$ cat src/rtl/alu_word_sequencer.sv
// alu_word_sequencer: runs SIZE*WORDS-bit ops on a SIZE-bit ALU one slice per cycle, chaining carry.
// Define ALU_SEQ_FLAGS_EN to add the registered o_rsp_zero/o_rsp_neg result flags.
module alu_word_sequencer #(
    parameter int SIZE  = 8,
    parameter int WORDS = 4
) (
    input  logic                  i_clk,
    input  logic                  i_rst_n,
    input  logic                  i_req_valid,
    output logic                  o_req_ready,
    input  logic [2:0]            i_req_op,
    input  logic [SIZE*WORDS-1:0] i_req_a,
    input  logic [SIZE*WORDS-1:0] i_req_b,
    input  logic                  i_req_cin,
    output logic                  o_rsp_valid,
    input  logic                  i_rsp_ready,
    output logic [SIZE*WORDS-1:0] o_rsp_result,
    output logic                  o_rsp_carry,
    output logic                  o_alu_ce,
    output logic [2:0]            o_alu_op,
    output logic [SIZE-1:0]       o_alu_left,
    output logic [SIZE-1:0]       o_alu_right,
    output logic                  o_alu_cin,
    input  logic                  i_alu_cout,
    input  logic [SIZE-1:0]       i_alu_out,
`ifdef ALU_SEQ_FLAGS_EN
    output logic                  o_rsp_zero,
    output logic                  o_rsp_neg,
`endif
    output logic                  o_busy
);
    localparam int W  = SIZE * WORDS;
    localparam int IW = WORDS > 1 ? $clog2(WORDS) : 1;
    localparam logic [2:0] OP_ADD = 3'd0;
    localparam logic [2:0] OP_SUB = 3'd1;
    typedef enum logic [1:0] {IDLE, EXEC, DONE} state_t;
    state_t          r_state;
    logic [IW-1:0]   r_idx;
    logic [2:0]      r_op;
    logic [W-1:0]    r_a;
    logic [W-1:0]    r_b;
    logic [W-1:0]    r_res;
    logic            r_c;
    logic            r_rsp_valid;
    logic [W-1:0]    w_res;
    logic [SIZE-1:0] w_b;
    logic            w_exec;
    logic            w_last;
    logic            w_arith;
`ifdef ALU_SEQ_FLAGS_EN
    logic            r_zero;
    logic            r_neg;
    assign o_rsp_zero = r_zero;
    assign o_rsp_neg  = r_neg;
`endif
    assign w_exec  = r_state == EXEC;
    assign w_last  = r_idx == IW'(WORDS - 1);
    assign w_arith = r_op == OP_ADD || r_op == OP_SUB;
    assign w_b     = r_b[SIZE*r_idx +: SIZE];
    always_comb begin
        w_res                      = r_res;
        w_res[SIZE*r_idx +: SIZE]  = i_alu_out;
    end
    assign o_req_ready  = r_state == IDLE;
    assign o_busy       = r_state != IDLE;
    assign o_rsp_valid  = r_rsp_valid;
    assign o_rsp_result = r_res;
    assign o_rsp_carry  = r_c;
    assign o_alu_ce     = w_exec;
    assign o_alu_op     = w_exec ? (r_op == OP_SUB ? OP_ADD : r_op) : 3'd0;
    assign o_alu_left   = w_exec ? r_a[SIZE*r_idx +: SIZE] : '0;
    assign o_alu_right  = w_exec ? (r_op == OP_SUB ? ~w_b : w_b) : '0;
    assign o_alu_cin    = w_exec & r_c;
    // r_c holds the slice carry-in during EXEC and the final carry once in DONE
    always_ff @(posedge i_clk or negedge i_rst_n) begin
        if (!i_rst_n) begin
            r_state     <= IDLE;
            r_idx       <= '0;
            r_op        <= '0;
            r_a         <= '0;
            r_b         <= '0;
            r_res       <= '0;
            r_c         <= 1'b0;
            r_rsp_valid <= 1'b0;
`ifdef ALU_SEQ_FLAGS_EN
            r_zero      <= 1'b0;
            r_neg       <= 1'b0;
`endif
        end else if (r_state == IDLE) begin
            if (i_req_valid) begin
                r_op    <= i_req_op;
                r_a     <= i_req_a;
                r_b     <= i_req_b;
                r_c     <= (i_req_op == OP_ADD && i_req_cin) || i_req_op == OP_SUB;
                r_idx   <= '0;
                r_state <= EXEC;
            end
        end else if (w_exec) begin
            r_res <= w_res;
            r_c   <= w_arith & i_alu_cout;
            r_idx <= r_idx + 1'b1;
            if (w_last) begin
                r_state     <= DONE;
                r_rsp_valid <= 1'b1;
`ifdef ALU_SEQ_FLAGS_EN
                r_zero      <= w_res == '0;
                r_neg       <= w_res[W-1];
`endif
            end
        end else if (i_rsp_ready) begin
            r_state     <= IDLE;
            r_rsp_valid <= 1'b0;
        end
    end
endmodule
$ cat config.mk
export PLATFORM = sky130hd
export DESIGN_NAME = alu_word_sequencer
export DESIGN_NICKNAME = d
export VERILOG_FILES = /design/src/rtl/alu_word_sequencer.sv
export SDC_FILE = /design/constraint.sdc
export NUM_CORES = 1
export LEC_CHECK = 0
export CORE_ASPECT_RATIO = 1.25
export CORE_MARGIN = 5
export CORE_UTILIZATION = 43
export CTS_CLUSTER_SIZE = 20
export DETAILED_ROUTE_END_ITERATION = 8
export PLACE_DENSITY = 0.76
export SLEW_MARGIN = 20
export SYNTH_ARGS = -nofsm -noshare
export SYNTH_HDL_FRONTEND = slang
export SYNTH_SLANG_ARGS = --single-unit
$ cat constraint.sdc
create_clock -name i_clk -period 2.03 [get_ports i_clk]
set_input_delay 0.5075 -clock i_clk [delete_from_list [all_inputs] [get_ports i_clk]]
set_output_delay 0.5075 -clock i_clk [all_outputs]
set_load 0.02 [all_outputs]
==> impl_metrics.env <==
export IMPL_multi_input_area_um2=1930
export IMPL_p_total_mw=11.6
export IMPL_finalHoldViolCount=0
export IMPL_start_kind="flip-flop"
export IMPL_status="finished with violations"
export IMPL_end_kind="primary output"
export IMPL_area_growth_pct=44.2
export IMPL_rsz0062_at_grt="yes"
export IMPL_port_buffers=137
export IMPL_final_common_cell="clkdlybuf4s50_1"
export IMPL_seqPwrFrac_pct=31.9
export IMPL_num_rows=42
export IMPL_clock_skew_ps=6.76
export IMPL_ys_types=33
export IMPL_regArea_um2=2630
export IMPL_r2r_cells=7
export IMPL_synth_area_um2=4640
export IMPL_routed_wl_mm=11.6
export IMPL_synth_mux_area_share_pct=25.5
export IMPL_clk_latency_ps=340
export IMPL_numCtsBuffers=9
export IMPL_swShare_pct=36.0
export IMPL_dieArea_um2=13000
export IMPL_crit_reg2reg_launch="r_idx[0]"
export IMPL_grt_ovfl_total=0
export IMPL_timing_rr_end="o_rsp_result[2]"
export IMPL_core_area_um2=10600
export IMPL_final_cell_area_um2=6690
export IMPL_max_stage_delay_ps=510
export IMPL_h_tree_depth=3
export IMPL_die_width_um=103
export IMPL_drc=0
export IMPL_maxCapViolCount=0
export IMPL_synth_top_family_by_area="multiplexers"
export IMPL_grt_max_degree=51
export IMPL_place_gp_congestion=0.792
export IMPL_async_flop_share_pct=100
export IMPL_cts_path_max_buffers=2
export IMPL_worst_slack_ps=-291
export IMPL_cts_tree="built"
export IMPL_synthTopCellsByArea="dfrtp_1 (57%), mux2_1 (13%), mux4_2 (7.8%)"
export IMPL_dp_slack_ps=-409
export IMPL_vias_per_cell=5.24
export IMPL_p_int_mw=7.41
export IMPL_placed_area_um2=6330
export IMPL_fin_nets=577
export IMPL_wl_per_cell_um=18.5
export IMPL_setup_viol=16
export IMPL_dp_hpwl_mm=8.72
export IMPL_cp_arrival_ps=1810
export IMPL_nFillCells=813
export IMPL_synth_seq_cells=105
export IMPL_regToRegSetupSlack_ps=130
export IMPL_tightest_slew_ps=483
export IMPL_syn_area_per_cell_um2=13.9
export IMPL_ys_warn_count=0
export IMPL_initial_utilization_pct=43.9
export IMPL_synth_net_count=420
export IMPL_power_switching_mw=4.17
export IMPL_path_clk_slew_ps=70
export IMPL_max_freq_ghz=0.431
export IMPL_vias=3290
export IMPL_cts_hold_buf=0
export IMPL_grt_first_pass_wirelength_mm=18.9
export IMPL_cts_root_buf="clkbuf_16"
export IMPL_layout_common_cells="clkdlybuf4s50_1 (113), dfrtp_1 (104), mux2_1 (55), nand2_1 (40), buf_4 (22)"
export IMPL_grt_use_total_pct=18.8
export IMPL_worstPathMaxFanout=5
export IMPL_drt_first_iter_violations=87
export IMPL_vdd_drop_max_mv=1.02
export IMPL_synth_compound_area_share_pct=6.04
export IMPL_yosysSeqAreaShare_pct=56.6
export IMPL_synth_fa_ha_area_share_pct=1.35
export IMPL_synth_edf_count=0
export IMPL_p_comb_share_pct=53.0
export IMPL_finalCritPeriodShare_pct=114
export IMPL_synth_top_cell_area_share_pct=56.6
export IMPL_numClockSinks=105
export IMPL_slew_limit_headroom_pct=67.7
export IMPL_path_cells="buf_12 > mux4_2 > mux2i_1 > buf_4"
export IMPL_antenna_found_initial=0
export IMPL_synth_xor_area_share_pct=0
export IMPL_period_minus_slack_ps=2320
export IMPL_power_leakage_nw=2.85
export IMPL_drtAntennaViolNets=0
export IMPL_layout_drive_gt1_share_pct=21.6
export IMPL_violations="negative setup slack"
export IMPL_syn_instance_count=334
export IMPL_hold_class="in2async"
export IMPL_p_clk_share_pct=15.0
export IMPL_n_antenna_cell=0
export IMPL_synth_top_area_cell="dfrtp_1"
export IMPL_yosys_most_used_dff="dfrtp_1"
export IMPL_synthSimpleGateAreaFrac_pct=7.74
export IMPL_die_h_um=126
export IMPL_dr_pass1_iters=4
export IMPL_power_density_nw_per_um2=1730
export IMPL_grt_pass1_vias=3703
export IMPL_pin_count=138
export IMPL_slew_violations=0
export IMPL_crit_type="reg2out"
export IMPL_crit_slowest_cell="mux4_2"
export IMPL_worstPathRequired_ps=1520
[how the worst max path moves through the flow]
stage,from,end
2_1_floorplan,r_idx[0],o_alu_right[0]
3_3_place_gp,r_idx[0],o_alu_right[6]
3_5_place_dp,r_idx[0],o_alu_right[5]
4_1_cts,r_idx[0],o_alu_right[2]
5_1_grt,r_idx[0],o_alu_right[2]
6_report,r_idx[0],o_alu_right[5]
[layout make-up]
class                   count  share of cell area [%]
clock buffers              12                    3.68
clock inverters             4                   0.785
inverters                   6                   0.337
multi-input cells         207                    28.9
flip-flops and latches    105                    39.3
well taps                 132                    2.47
repair buffers            162                    24.6
[worst max-delay path: cells and delay by family (launching register included)]
| family | cells | cell delay (ps) |
|---|---|---|
| buffers and inverters | 2 | 330 |
| flip-flops | 1 | 430 |
| multiplexers | 2 | 720 |
[flip-flops by register name, indices dropped and copies added, names as in the netlist]
name,cells
o_rsp_result,32
r_op,3
r_a,32
r_state,2
r_b,32
o_rsp_valid,1
r_idx,2
o_rsp_carry,1
[cells in the mapped netlist (4+ instances only)]
cell / count
mux2_2: 12
and2_1: 10
o21ai_1: 18
buf_4: 8
ha_1: 5
buf_2: 6
mux2_1: 55
mux2i_1: 7
dfrtp_1: 105
nor2_1: 5
mux4_2: 16
nand2_1: 40
inv_1: 4
a22o_1: 16
[through the flow]
stage / hold slack, ps / util [%] / TNS [ps] / std cells
global route: 146 / 63.3 / -4610 / 628
CTS: 134 / 63.5 / -4120 / 629
detailed placement: 473 / 59.9 / -5550 / 609
global placement: 465 / 59.9 / -5230 / 609
finish: 127 / 63.3 / -3500 / 628
floorplan: 212 / - / 0 / 334
[repair_timing]
item	in CTS	in global routing
endpoints found under the setup margin	23	50
buffers inserted	3	0
resized for setup	125	3
pin swaps	12	0
cloned	1	0
[routing by layer]
metal	routed length, um	GRT usage, %	up-vias	part of all wire [%]
li1	-	-	1509	-
met1	4440	22.1	1668	38
met2	6330	33.3	91	54
met3	640	3.82	22	5.5
met4	232	6.78	0	2.0
met5	0	0	-	0
[logic make-up after synthesis]
logic type,after synthesis
flip-flops,105
multiplexers,90
AND/OR/NAND/NOR,70
AO/OA/AOI/OAI,42
buffers and inverters,22
adder cells (fa/ha/maj),5
[power by group through the flow]
stage	Clock, mW	Sequential [mW]	Combinational, mW
after floorplan	0	3.91	3.16
after global placement	0	3.66	5.85
after detailed placement	0	3.73	5.97
after CTS	1.78	3.70	6.29
after global routing	1.87	3.82	6.58
final	1.74	3.70	6.14
No activity file was read; power rests on OpenSTA's default activity.
